==> config.mk <==
export PLATFORM = sky130hd
export DESIGN_NAME = imp_tile_sched
export DESIGN_NICKNAME = d
export VERILOG_FILES = /design/src/rtl/imp_pkg.sv /design/src/rtl/imp_tile_geom.sv /design/src/rtl/imp_tile_sched.sv
export SDC_FILE = /design/constraint.sdc
export NUM_CORES = 1
export LEC_CHECK = 0
export BUFFER_PORTS_ARGS = -buffer_cell sky130_fd_sc_hd__clkbuf_2
export CORE_MARGIN = 3
export CORE_UTILIZATION = 44
export CTS_CLUSTER_SIZE = 8
export DETAILED_ROUTE_END_ITERATION = 7
export GPL_TIMING_DRIVEN = 0
export MAX_ROUTING_LAYER = met4
export PLACE_DENSITY = 0.72
export SYNTH_ARGS = -nofsm -noshare
export SYNTH_HDL_FRONTEND = slang
export SYNTH_SLANG_ARGS = --single-unit
==> constraint.sdc <==
create_clock -name clk -period 8.65 [get_ports clk]
set_input_delay 1.2975 -clock clk [delete_from_list [all_inputs] [get_ports clk]]
set_output_delay 1.2975 -clock clk [all_outputs]
set_load 0.005 [all_outputs]
==> src/rtl/imp_pkg.sv <==
// Shared types and constants for the image-processing tile scheduler.
// Imported by the scheduler top and its geometry helper.
package imp_pkg;

  localparam int IMP_BEAT_BYTES = 4;
  localparam int IMP_ST_GAP     = 2;

  typedef enum logic [2:0] {
    IDLE,
    SETUP,
    PULSE,
    GAP,
    WAIT,
    NEXT
  } imp_sched_st_e;

endpackage

==> src/rtl/imp_tile_geom.sv <==
// Tile geometry: clips the tile to the frame edge and derives its
// base address and beat count. Purely combinational.
module imp_tile_geom
  import imp_pkg::*;
#(
  parameter int BEAT_BYTES = IMP_BEAT_BYTES
) (
  input  logic [7:0]  tx_i,
  input  logic [7:0]  ty_i,
  input  logic [7:0]  tile_w_i,
  input  logic [7:0]  tile_h_i,
  input  logic [7:0]  frm_hsize_i,
  input  logic [7:0]  frm_vsize_i,
  input  logic [31:0] baddr_i,
  input  logic [8:0]  pitch_i,
  output logic [7:0]  w_o,
  output logic [7:0]  h_o,
  output logic [31:0] base_o,
  output logic [15:0] beats_o
);

  logic [8:0]  rem_w;
  logic [8:0]  rem_h;
  logic [16:0] row_off;
  logic [31:0] col_off;

  always_comb begin
    rem_w   = {1'b0, frm_hsize_i} - {1'b0, tx_i};
    rem_h   = {1'b0, frm_vsize_i} - {1'b0, ty_i};
    w_o     = ({1'b0, tile_w_i} < rem_w) ? tile_w_i : rem_w[7:0];
    h_o     = ({1'b0, tile_h_i} < rem_h) ? tile_h_i : rem_h[7:0];
    beats_o = {8'd0, w_o} * {8'd0, h_o};
    row_off = {9'd0, ty_i} * {8'd0, pitch_i};
    col_off = {24'd0, tx_i} * 32'(BEAT_BYTES);
    base_o  = baddr_i + {15'd0, row_off} + col_off;
  end

endmodule

==> src/rtl/imp_tile_sched.sv <==
// Frame tile scheduler: walks tiles row-major, programs the read
// engine per tile and waits for its R beats before moving on.
module imp_tile_sched
  import imp_pkg::*;
#(
  parameter int BEAT_BYTES = IMP_BEAT_BYTES,
  parameter int CNT_W      = 16
) (
  input  logic             clk,
  input  logic             rst,
  input  logic             cfg_start,
  input  logic             cfg_abort,
  input  logic [7:0]       cfg_frm_hsize,
  input  logic [7:0]       cfg_frm_vsize,
  input  logic [7:0]       cfg_tile_w,
  input  logic [7:0]       cfg_tile_h,
  input  logic [31:0]      cfg_src_baddr,
  input  logic [8:0]       cfg_adr_pitch,
  input  logic             mon_rvalid,
  input  logic             mon_rready,
  output logic [7:0]       imp_hsize,
  output logic [7:0]       imp_vsize,
  output logic [7:0]       imp_coor_minx,
  output logic [7:0]       imp_coor_miny,
  output logic [31:0]      imp_src_baddr,
  output logic [8:0]       imp_adr_pitch,
  output logic             imp_st,
  output logic             busy,
  output logic             frm_done,
  output logic             cfg_err,
  output logic [CNT_W-1:0] tile_idx
);

  imp_sched_st_e    state_q, state_d;
  logic [7:0]       hs_q, hs_d, vs_q, vs_d;
  logic [7:0]       tw_q, tw_d, th_q, th_d;
  logic [31:0]      ba_q, ba_d;
  logic [8:0]       pitch_q, pitch_d;
  logic [7:0]       tx_q, tx_d, ty_q, ty_d;
  logic [CNT_W-1:0] idx_q, idx_d;
  logic [CNT_W-1:0] exp_q, exp_d;
  logic [CNT_W-1:0] cnt_q, cnt_d;
  logic [1:0]       gap_q, gap_d;
  logic             busy_q, busy_d;
  logic             err_q, err_d;
  logic [7:0]       ohs_q, ohs_d, ovs_q, ovs_d;
  logic [31:0]      obase_q, obase_d;
  logic [8:0]       opitch_q, opitch_d;

  logic [7:0]       g_w, g_h;
  logic [31:0]      g_base;
  logic [15:0]      g_beats;
  logic             inc, cfg_bad, wrap, last;
  logic [8:0]       nx, ny;
  logic [CNT_W:0]   cnt_sum;

  imp_tile_geom #(
    .BEAT_BYTES(BEAT_BYTES)
  ) u_geom (
    .tx_i       (tx_q),
    .ty_i       (ty_q),
    .tile_w_i   (tw_q),
    .tile_h_i   (th_q),
    .frm_hsize_i(hs_q),
    .frm_vsize_i(vs_q),
    .baddr_i    (ba_q),
    .pitch_i    (pitch_q),
    .w_o        (g_w),
    .h_o        (g_h),
    .base_o     (g_base),
    .beats_o    (g_beats)
  );

  assign inc     = mon_rvalid & mon_rready;
  assign cfg_bad = (cfg_frm_hsize == 8'd0) | (cfg_frm_vsize == 8'd0)
                 | (cfg_tile_w == 8'd0) | (cfg_tile_h == 8'd0);
  assign nx      = {1'b0, tx_q} + {1'b0, tw_q};
  assign ny      = {1'b0, ty_q} + {1'b0, th_q};
  assign wrap    = nx >= {1'b0, hs_q};
  assign last    = wrap & (ny >= {1'b0, vs_q});
  assign cnt_sum = {1'b0, cnt_q} + (CNT_W+1)'(inc);

  always_comb begin
    state_d  = state_q;
    hs_d     = hs_q;
    vs_d     = vs_q;
    tw_d     = tw_q;
    th_d     = th_q;
    ba_d     = ba_q;
    pitch_d  = pitch_q;
    tx_d     = tx_q;
    ty_d     = ty_q;
    idx_d    = idx_q;
    exp_d    = exp_q;
    cnt_d    = cnt_q;
    gap_d    = gap_q;
    busy_d   = busy_q;
    err_d    = 1'b0;
    ohs_d    = ohs_q;
    ovs_d    = ovs_q;
    obase_d  = obase_q;
    opitch_d = opitch_q;
    // abort wins over anything the current state wants to do
    if (cfg_abort && (state_q != IDLE)) begin
      state_d = IDLE;
      busy_d  = 1'b0;
    end else begin
      unique case (state_q)
        IDLE: begin
          if (cfg_start) begin
            if (cfg_bad) begin
              err_d = 1'b1;
            end else begin
              hs_d    = cfg_frm_hsize;
              vs_d    = cfg_frm_vsize;
              tw_d    = cfg_tile_w;
              th_d    = cfg_tile_h;
              ba_d    = cfg_src_baddr;
              pitch_d = cfg_adr_pitch;
              tx_d    = 8'd0;
              ty_d    = 8'd0;
              idx_d   = '0;
              busy_d  = 1'b1;
              state_d = SETUP;
            end
          end
        end
        SETUP: begin
          ohs_d    = g_w;
          ovs_d    = g_h;
          obase_d  = g_base;
          opitch_d = pitch_q;
          exp_d    = CNT_W'(g_beats);
          state_d  = PULSE;
        end
        PULSE: begin
          gap_d   = 2'd0;
          cnt_d   = '0;
          state_d = GAP;
        end
        GAP: begin
          cnt_d = '0;
          if (gap_q == 2'(IMP_ST_GAP - 1)) state_d = WAIT;
          else gap_d = gap_q + 2'd1;
        end
        WAIT: begin
          cnt_d = cnt_sum[CNT_W] ? '1 : cnt_sum[CNT_W-1:0];
          if (cnt_sum == {1'b0, exp_q}) state_d = NEXT;
        end
        NEXT: begin
          if (wrap) begin
            tx_d = 8'd0;
            ty_d = ny[7:0];
          end else begin
            tx_d = nx[7:0];
          end
          if (last) begin
            busy_d  = 1'b0;
            state_d = IDLE;
          end else begin
            if (idx_q != '1) idx_d = idx_q + 1'b1;
            state_d = SETUP;
          end
        end
        default: state_d = IDLE;
      endcase
    end
  end

  always_ff @(posedge clk) begin
    if (rst) begin
      state_q  <= IDLE;
      hs_q     <= '0;
      vs_q     <= '0;
      tw_q     <= '0;
      th_q     <= '0;
      ba_q     <= '0;
      pitch_q  <= '0;
      tx_q     <= '0;
      ty_q     <= '0;
      idx_q    <= '0;
      exp_q    <= '0;
      cnt_q    <= '0;
      gap_q    <= '0;
      busy_q   <= 1'b0;
      err_q    <= 1'b0;
      ohs_q    <= '0;
      ovs_q    <= '0;
      obase_q  <= '0;
      opitch_q <= '0;
    end else begin
      state_q  <= state_d;
      hs_q     <= hs_d;
      vs_q     <= vs_d;
      tw_q     <= tw_d;
      th_q     <= th_d;
      ba_q     <= ba_d;
      pitch_q  <= pitch_d;
      tx_q     <= tx_d;
      ty_q     <= ty_d;
      idx_q    <= idx_d;
      exp_q    <= exp_d;
      cnt_q    <= cnt_d;
      gap_q    <= gap_d;
      busy_q   <= busy_d;
      err_q    <= err_d;
      ohs_q    <= ohs_d;
      ovs_q    <= ovs_d;
      obase_q  <= obase_d;
      opitch_q <= opitch_d;
    end
  end

  assign imp_hsize     = ohs_q;
  assign imp_vsize     = ovs_q;
  assign imp_coor_minx = 8'd0;
  assign imp_coor_miny = 8'd0;
  assign imp_src_baddr = obase_q;
  assign imp_adr_pitch = opitch_q;
  assign imp_st        = (state_q == PULSE);
  assign busy          = busy_q;
  assign frm_done      = (state_q == NEXT) & last & ~cfg_abort;
  assign cfg_err       = err_q;
  assign tile_idx      = idx_q;

endmodule
==> results.ini, run 1 <==
[routing]
detail_route.iter0.violations = 970
viasPerCell = 5.49
ant_nets = 0
wl_um = 47300
wl_per_cell_um = 18.2
num_vias = 14200
drt_pass1_iterations = 5
drc_errors = 0

[logic_synthesis]
yosys_most_used_dff = dfxtp_1
synthCells = 1932
synth_edf_count = 0
synthArstFlopShare_pct = 0
syn_area_per_cell_um2 = 8.15
yosysWarnings = 0
syn_area_um2 = 15700
ys_ff_latch = 201
ys_types = 86
yosysSeqAreaShare_pct = 25.6

[die]
dieArea_um2 = 38100
start_util_pct = 45.1
core_area_um2 = 34900
die_w_um = 195
io_pins = 172
rows = 68
fp.dieH_um = 195

[layout]
fin_util_pct = 51.4
seqCellArea_um2 = 4020
antenna_cells = 0
area_growth_syn_to_layout_pct = 13.8
instances_no_fill = 2591
mostFrequentLayoutCell = nand2_1
layout-drive-gt1-share_pct = 12.9
nFillCells = 3419
fin_nets = 2470
final_cell_mix = nand2_1, dfxtp_1, a21oi_1
multi_input_area_um2 = 10600

[cts]
cts_buffers = 29
clk_pin_slew_ns = 0.05
cts_tree = done
post-cts-setup-buffer-count = 0
clockBufferDepth = 3
htree_levels = 1
clock_latency_ns = 0.56
cts_num_sinks = 201
ctsRootBufferMaster = clkbuf_16

[placed_design]
port_buffers = 154
placed_cells = 2556
dp_hpwl_um = 37500
routabilityCongestion = 0.931

[timing]
worst_slew_pin_slew_ns = 1.15
slew_viol_final = 0
hold_slack_ns = 0.452
rsz0062_at_grt = no
relSlewSlack_pct = 22.6
setup_violations = 0
period_needed_ns = 8.07
timing_hold_violations_final = 0
fin_skew_ns = 0.0185
fmax_mhz = 124
timing.final.crit_share_pct = 93.3
fin_tns_setup_ns = 0

[power_and_ir_drop]
leakagePower_uw = 0.00823
p_int_uw = 1790
p_clk_share_pct = 38.1
pwr-share-seq_pct = 38.1
p_comb_share_pct = 23.8
powerDensity_nw_per_um2 = 148
switching_power_uw = 859
swShare_pct = 32.5
power_uw = 2640
peakVddDrop_uv = 133

[setup_path]
crit_buf_inv = 6
critPathLaunchType = register
crit_slowest_cell = mux2i_2
max_stage_delay_ns = 0.62
cp.arrival_ns = 8.48
cp_max_fo = 10
end_kind = register
cp_top_family = adder cells
cpMostUsedCell = inv_1
worstPathRequired_ns = 9.06
criticalPathCategory = reg2reg

[grt]
grt_start_max_net_pins = 15
grt_pass1_wl_um = 74800
grtUsageTotal_pct = 25.0
overflow = 0
grt_pass1_vias = 14200
antenna_found_initial = 0

[outcome]
status = finished clean

[worst_hold_path]
hold_path.class = reg2reg

[job]
maxCapViolCount = 0

## sequential cells by signal, summed over array words and instances, names as in the netlist, 9 cells and up
name           cells
ba_q              32
imp_src_baddr     32
pitch_q            9
exp_q             16
imp_adr_pitch      9
tile_idx          16
cnt_q             16
## timing repair
item                                    in CTS  in global routing
endpoints found under the setup margin       0                  4
gates resized for setup                      0                  5
hold buffers                                 0                  0
## synthesized netlist by cell type, types with 3 or more instances
library cell / count / area share, %
a2111oi_0: 3 / 0.17
a211oi_1: 19 / 0.91
a21o_1: 16 / 0.76
a21oi_1: 195 / 6.2
a21oi_2: 9 / 0.50
a22oi_1: 8 / 0.38
a31o_2: 3 / 0.17
a31oi_1: 12 / 0.48
a41o_1: 7 / 0.44
and2_1: 39 / 1.5
and3_1: 17 / 0.68
and3_4: 4 / 0.29
buf_1: 8 / 0.19
buf_2: 13 / 0.41
buf_4: 17 / 0.81
clkbuf_1: 60 / 1.4
dfxtp_1: 201 / 26
fa_1: 104 / 13
ha_1: 155 / 12
inv_1: 186 / 4.4
mux2i_1: 9 / 0.57
mux2i_2: 4 / 0.35
nand2_1: 301 / 7.2
nand2b_1: 19 / 0.75
nand3_1: 22 / 0.70
nand3b_1: 9 / 0.43
nand4_1: 10 / 0.40
nor2_1: 143 / 3.4
nor2b_1: 14 / 0.56
nor3_1: 24 / 0.76
nor4_1: 14 / 0.56
nor4b_1: 3 / 0.17
o211ai_1: 8 / 0.38
o21a_1: 9 / 0.43
o21ai_0: 95 / 3.0
o21bai_1: 5 / 0.24
o22ai_1: 10 / 0.40
o31ai_1: 3 / 0.14
or2_1: 7 / 0.28
or2_2: 14 / 0.56
or3_1: 11 / 0.44
xnor2_1: 44 / 2.4
xor2_1: 25 / 1.4
## per-layer routing
layer  GRT usage [%]  vias to the layer above  wire, um
li1                -                     6861         -
met1            32.0                     6836     20300
met2            41.8                      440     22500
met3            2.69                       86      2730
met4            7.97                        0      1650
met5               -                        -         0
## final timing paths
kind	start	to	slack, ns	cells after the start
worst max register to register	ty_q[3]	exp_q[15]	0.58	30
worst max-delay path	ty_q[3]	exp_q[15]	0.58	30
worst min register to register	imp_src_baddr[18]	imp_src_baddr[18]	0.45	2
worst min-delay path	imp_src_baddr[18]	imp_src_baddr[18]	0.45	2
## power by group through the flow
stage	clock [uW]	combinational (uW)	sequential, uW
after floorplan	0	432	1010
after global placement	0	607	1030
after detailed placement	0	620	1030
after CTS	1020	624	1010
after global routing	1060	704	1010
final	1010	629	1010
## worst min-delay path, delay by kind of cell (launching register included)
kind / cells / cell delay [ns]
flops: 1 / 0.30
simple gates: 1 / 0.05
compound gates: 1 / 0.05
## logic make-up (layout without fill, tap and decap cells)
group / count (synthesis) / after routing / synth area share [%]
and+or+nand+nor: 667 / 667 / 19.8
AOI/OAI and AO/OA: 432 / 432 / 16.6
buffers and inverters: 288 / 477 / 7.48
adders and majority gates: 259 / 259 / 25.5
DFF: 201 / 201 / 25.6
xor gates and xnor gates: 69 / 69 / 3.84
muxes: 15 / 15 / 1.14
other: 1 / 16 / 0.0238
## area by class of cell
cell class,count,area share (%)
buffer,101,2.66
clock inverter,2,0.0768
tap,455,3.18
multi-input combinational,1458,59.3
clock buffer,33,4.13
timing repair buffer,154,4.30
inverter,187,3.92
sequential,201,22.5
## stage by stage
stage / instance area [um^2] / setup WS [ns]
final: 17900 / 0.582
after global routing: 17900 / 0.144
after CTS: 17900 / 0.370
after detailed placement: 17100 / 0.404
after global placement: 17100 / 0.484
after floorplan: 15800 / 1.67
Note: power is estimated with default switching activity, not from simulation.
==> run 2, diff against run 1 <==
Settings changed: CORE_MARGIN 3 to not set, CTS_CLUSTER_SIZE 8 to 12.
==> run 2 against run 1 <==
  * Final cell count rose by 0.23%
  * Total power increased by 1.2%
  * Worst hold slack worse by 0.0016 ns
  * Die area is 4.1% lower
  * First-iteration DRC count decreased by 3.8%
  * Combinational power is 2% higher
  * Wire length down 1.7%
  * Global-route usage is 1.3 points higher
  * Non-clock buffer count stayed put
  * Fmax decreased by 1.6%
  * Register-to-register slack worse by 0.13 ns
==> results.ini, run 2 (same netlist as run 1, synthesis figures left out) <==
[power_and_ir_drop]
leakagePower_uw = 0.00826
pwr-share-seq_pct = 37.6
p_clk_share_pct = 38.5
powerDensity_nw_per_um2 = 149
peakVddDrop_uv = 166
p_int_uw = 1810
swShare_pct = 32.2
p_comb_share_pct = 23.9
switching_power_uw = 862

[grt]
grt_pass1_wl_um = 73000
use_met3_pct = 3.58
grt_use_met1_pct = 32.7
grt_start_max_net_pins = 13
grtUsageTotal_pct = 26.3
met2_usage_pct = 43.6
grt_pass1_vias = 14100
overflow = 0
antenna_found_initial = 0
busiest_layer = met2

[layout]
final_cell_mix = nand2_1, dfxtp_1, a21oi_1
nFillCells = 3389
fin_util_pct = 51.5
seqCellArea_um2 = 4020
multi_input_area_um2 = 10600
fin_nets = 2465
design_area_um2 = 18000
layout-drive-gt1-share_pct = 13.2
antenna_cells = 0
area_growth_syn_to_layout_pct = 14.2
mostFrequentLayoutCell = nand2_1

[routing]
detail_route.iter0.violations = 933
ant_nets = 0
drc_errors = 0
wl_per_cell_um = 17.9
wl_um = 46500
viasPerCell = 5.49
drt_pass1_iterations = 7
num_vias = 14300

[cts]
cts_num_sinks = 201
post_cts_resized = 0
clk_pin_slew_ns = 0.06
htree_levels = 1
clockBufferDepth = 3
clock_latency_ns = 0.54
cts_tree = done
ctsRootBufferMaster = clkbuf_16
post-cts-setup-buffer-count = 0
cts_buffers = 24
cts_hold_buf = 0

[outcome]
status = finished clean

[placed_design]
port_buffers = 154
routabilityCongestion = 0.913
place_area_um2 = 17100
dp_hpwl_um = 37100

[setup_path]
crit_buf_inv = 7
max_stage_delay_ns = 0.53
cp_max_fo = 10
cpMostUsedCell = inv_1
worstPathRequired_ns = 9.04
criticalPathCategory = reg2reg
end_kind = register
reg2reg_setup_slack_ns = 0.45
critPathLaunchType = register
cp.arrival_ns = 8.58
worst-path-stages = 30
cp_top_family = adder cells
reg2reg_depth = 30
crit_slowest_cell = fa_1

[timing]
setup_violations = 0
slew_viol_final = 0
fin_tns_setup_ns = 0
worst_slew_pin_slew_ns = 1.08
timing_hold_violations_final = 0
fmax_mhz = 122
period_needed_ns = 8.20
timing.final.crit_share_pct = 94.7
fin_skew_ns = 0.0102
relSlewSlack_pct = 27.0
hold_slack_ns = 0.451

[worst_hold_path]
hold_path.class = reg2reg
holdPathStages = 2

[job]
maxCapViolCount = 0

[die]
core_area_um2 = 34900
rows = 68
io_pins = 172
start_util_pct = 45.1
die_w_um = 191
dieArea_um2 = 36500
fp.dieH_um = 191

-- run 2: changes by cell type in the layout (fill, tap and decap cells not counted) --
cell        delta
clkbuf_8       +4
mux2i_4        +3
clkbuf_16      -4
inv_6          -1
clkinvlp_4     +1
mux2i_2        -3
nor2_2         +1
nor2_1         -1
bufinv_16      +2
clkinv_2       +4
-- run 2: worst reg2reg max path: cells and delay by family, from the launching register on --
family	cells	cell delay [ns]
AO/OA/AOI/OAI	10	2.25
XOR/XNOR	2	0.62
adder cells (fa/ha/maj)	7	3.05
buffers and inverters	7	1.05
flip-flops	1	0.43
AND/OR/NAND/NOR	4	0.64
-- run 2: cell type report --
class | instances | share of cell area (%)
plain buffers | 101 | 2.65
clock buffers | 33 | 3.87
clock inverters | 8 | 0.515
inverters | 187 | 3.90
multi-input cells | 1458 | 59.2
flip-flops and latches | 201 | 22.4
well taps | 455 | 3.17
repair buffers | 154 | 4.29
-- run 2: layer usage --
metal | vias up | wire (um)
met5 | - | 0
met2 | 452 | 22400
met1 | 6848 | 19700
li1 | 6850 | -
met4 | 0 | 1580
met3 | 108 | 2770
-- run 2: final timing paths --
kind | end | start
setup / recovery | exp_q[14] | ty_q[2]
hold / removal | ba_q[7] | ba_q[7]
setup reg to reg | exp_q[14] | ty_q[2]
hold reg to reg | ba_q[7] | ba_q[7]
-- run 2: power groups by stage --
stage               logic, uW  clock network, uW  registers (uW)
floorplan                 432                  0            1010
global placement          606                  0            1020
detailed placement        623                  0            1030
CTS                       627               1040            1010
global route              713               1070            1010
finish                    640               1030            1010
-- run 2: through the flow --
stage,std cells,total power [uW],worst slack (ns)
3_3_place_gp,2556,1630,0.506
3_5_place_dp,2556,1650,0.333
4_1_cts,2597,2670,0.250
2_1_floorplan,1947,1440,1.67
6_report,2597,2680,0.455
5_1_grt,2597,2790,-0.00830
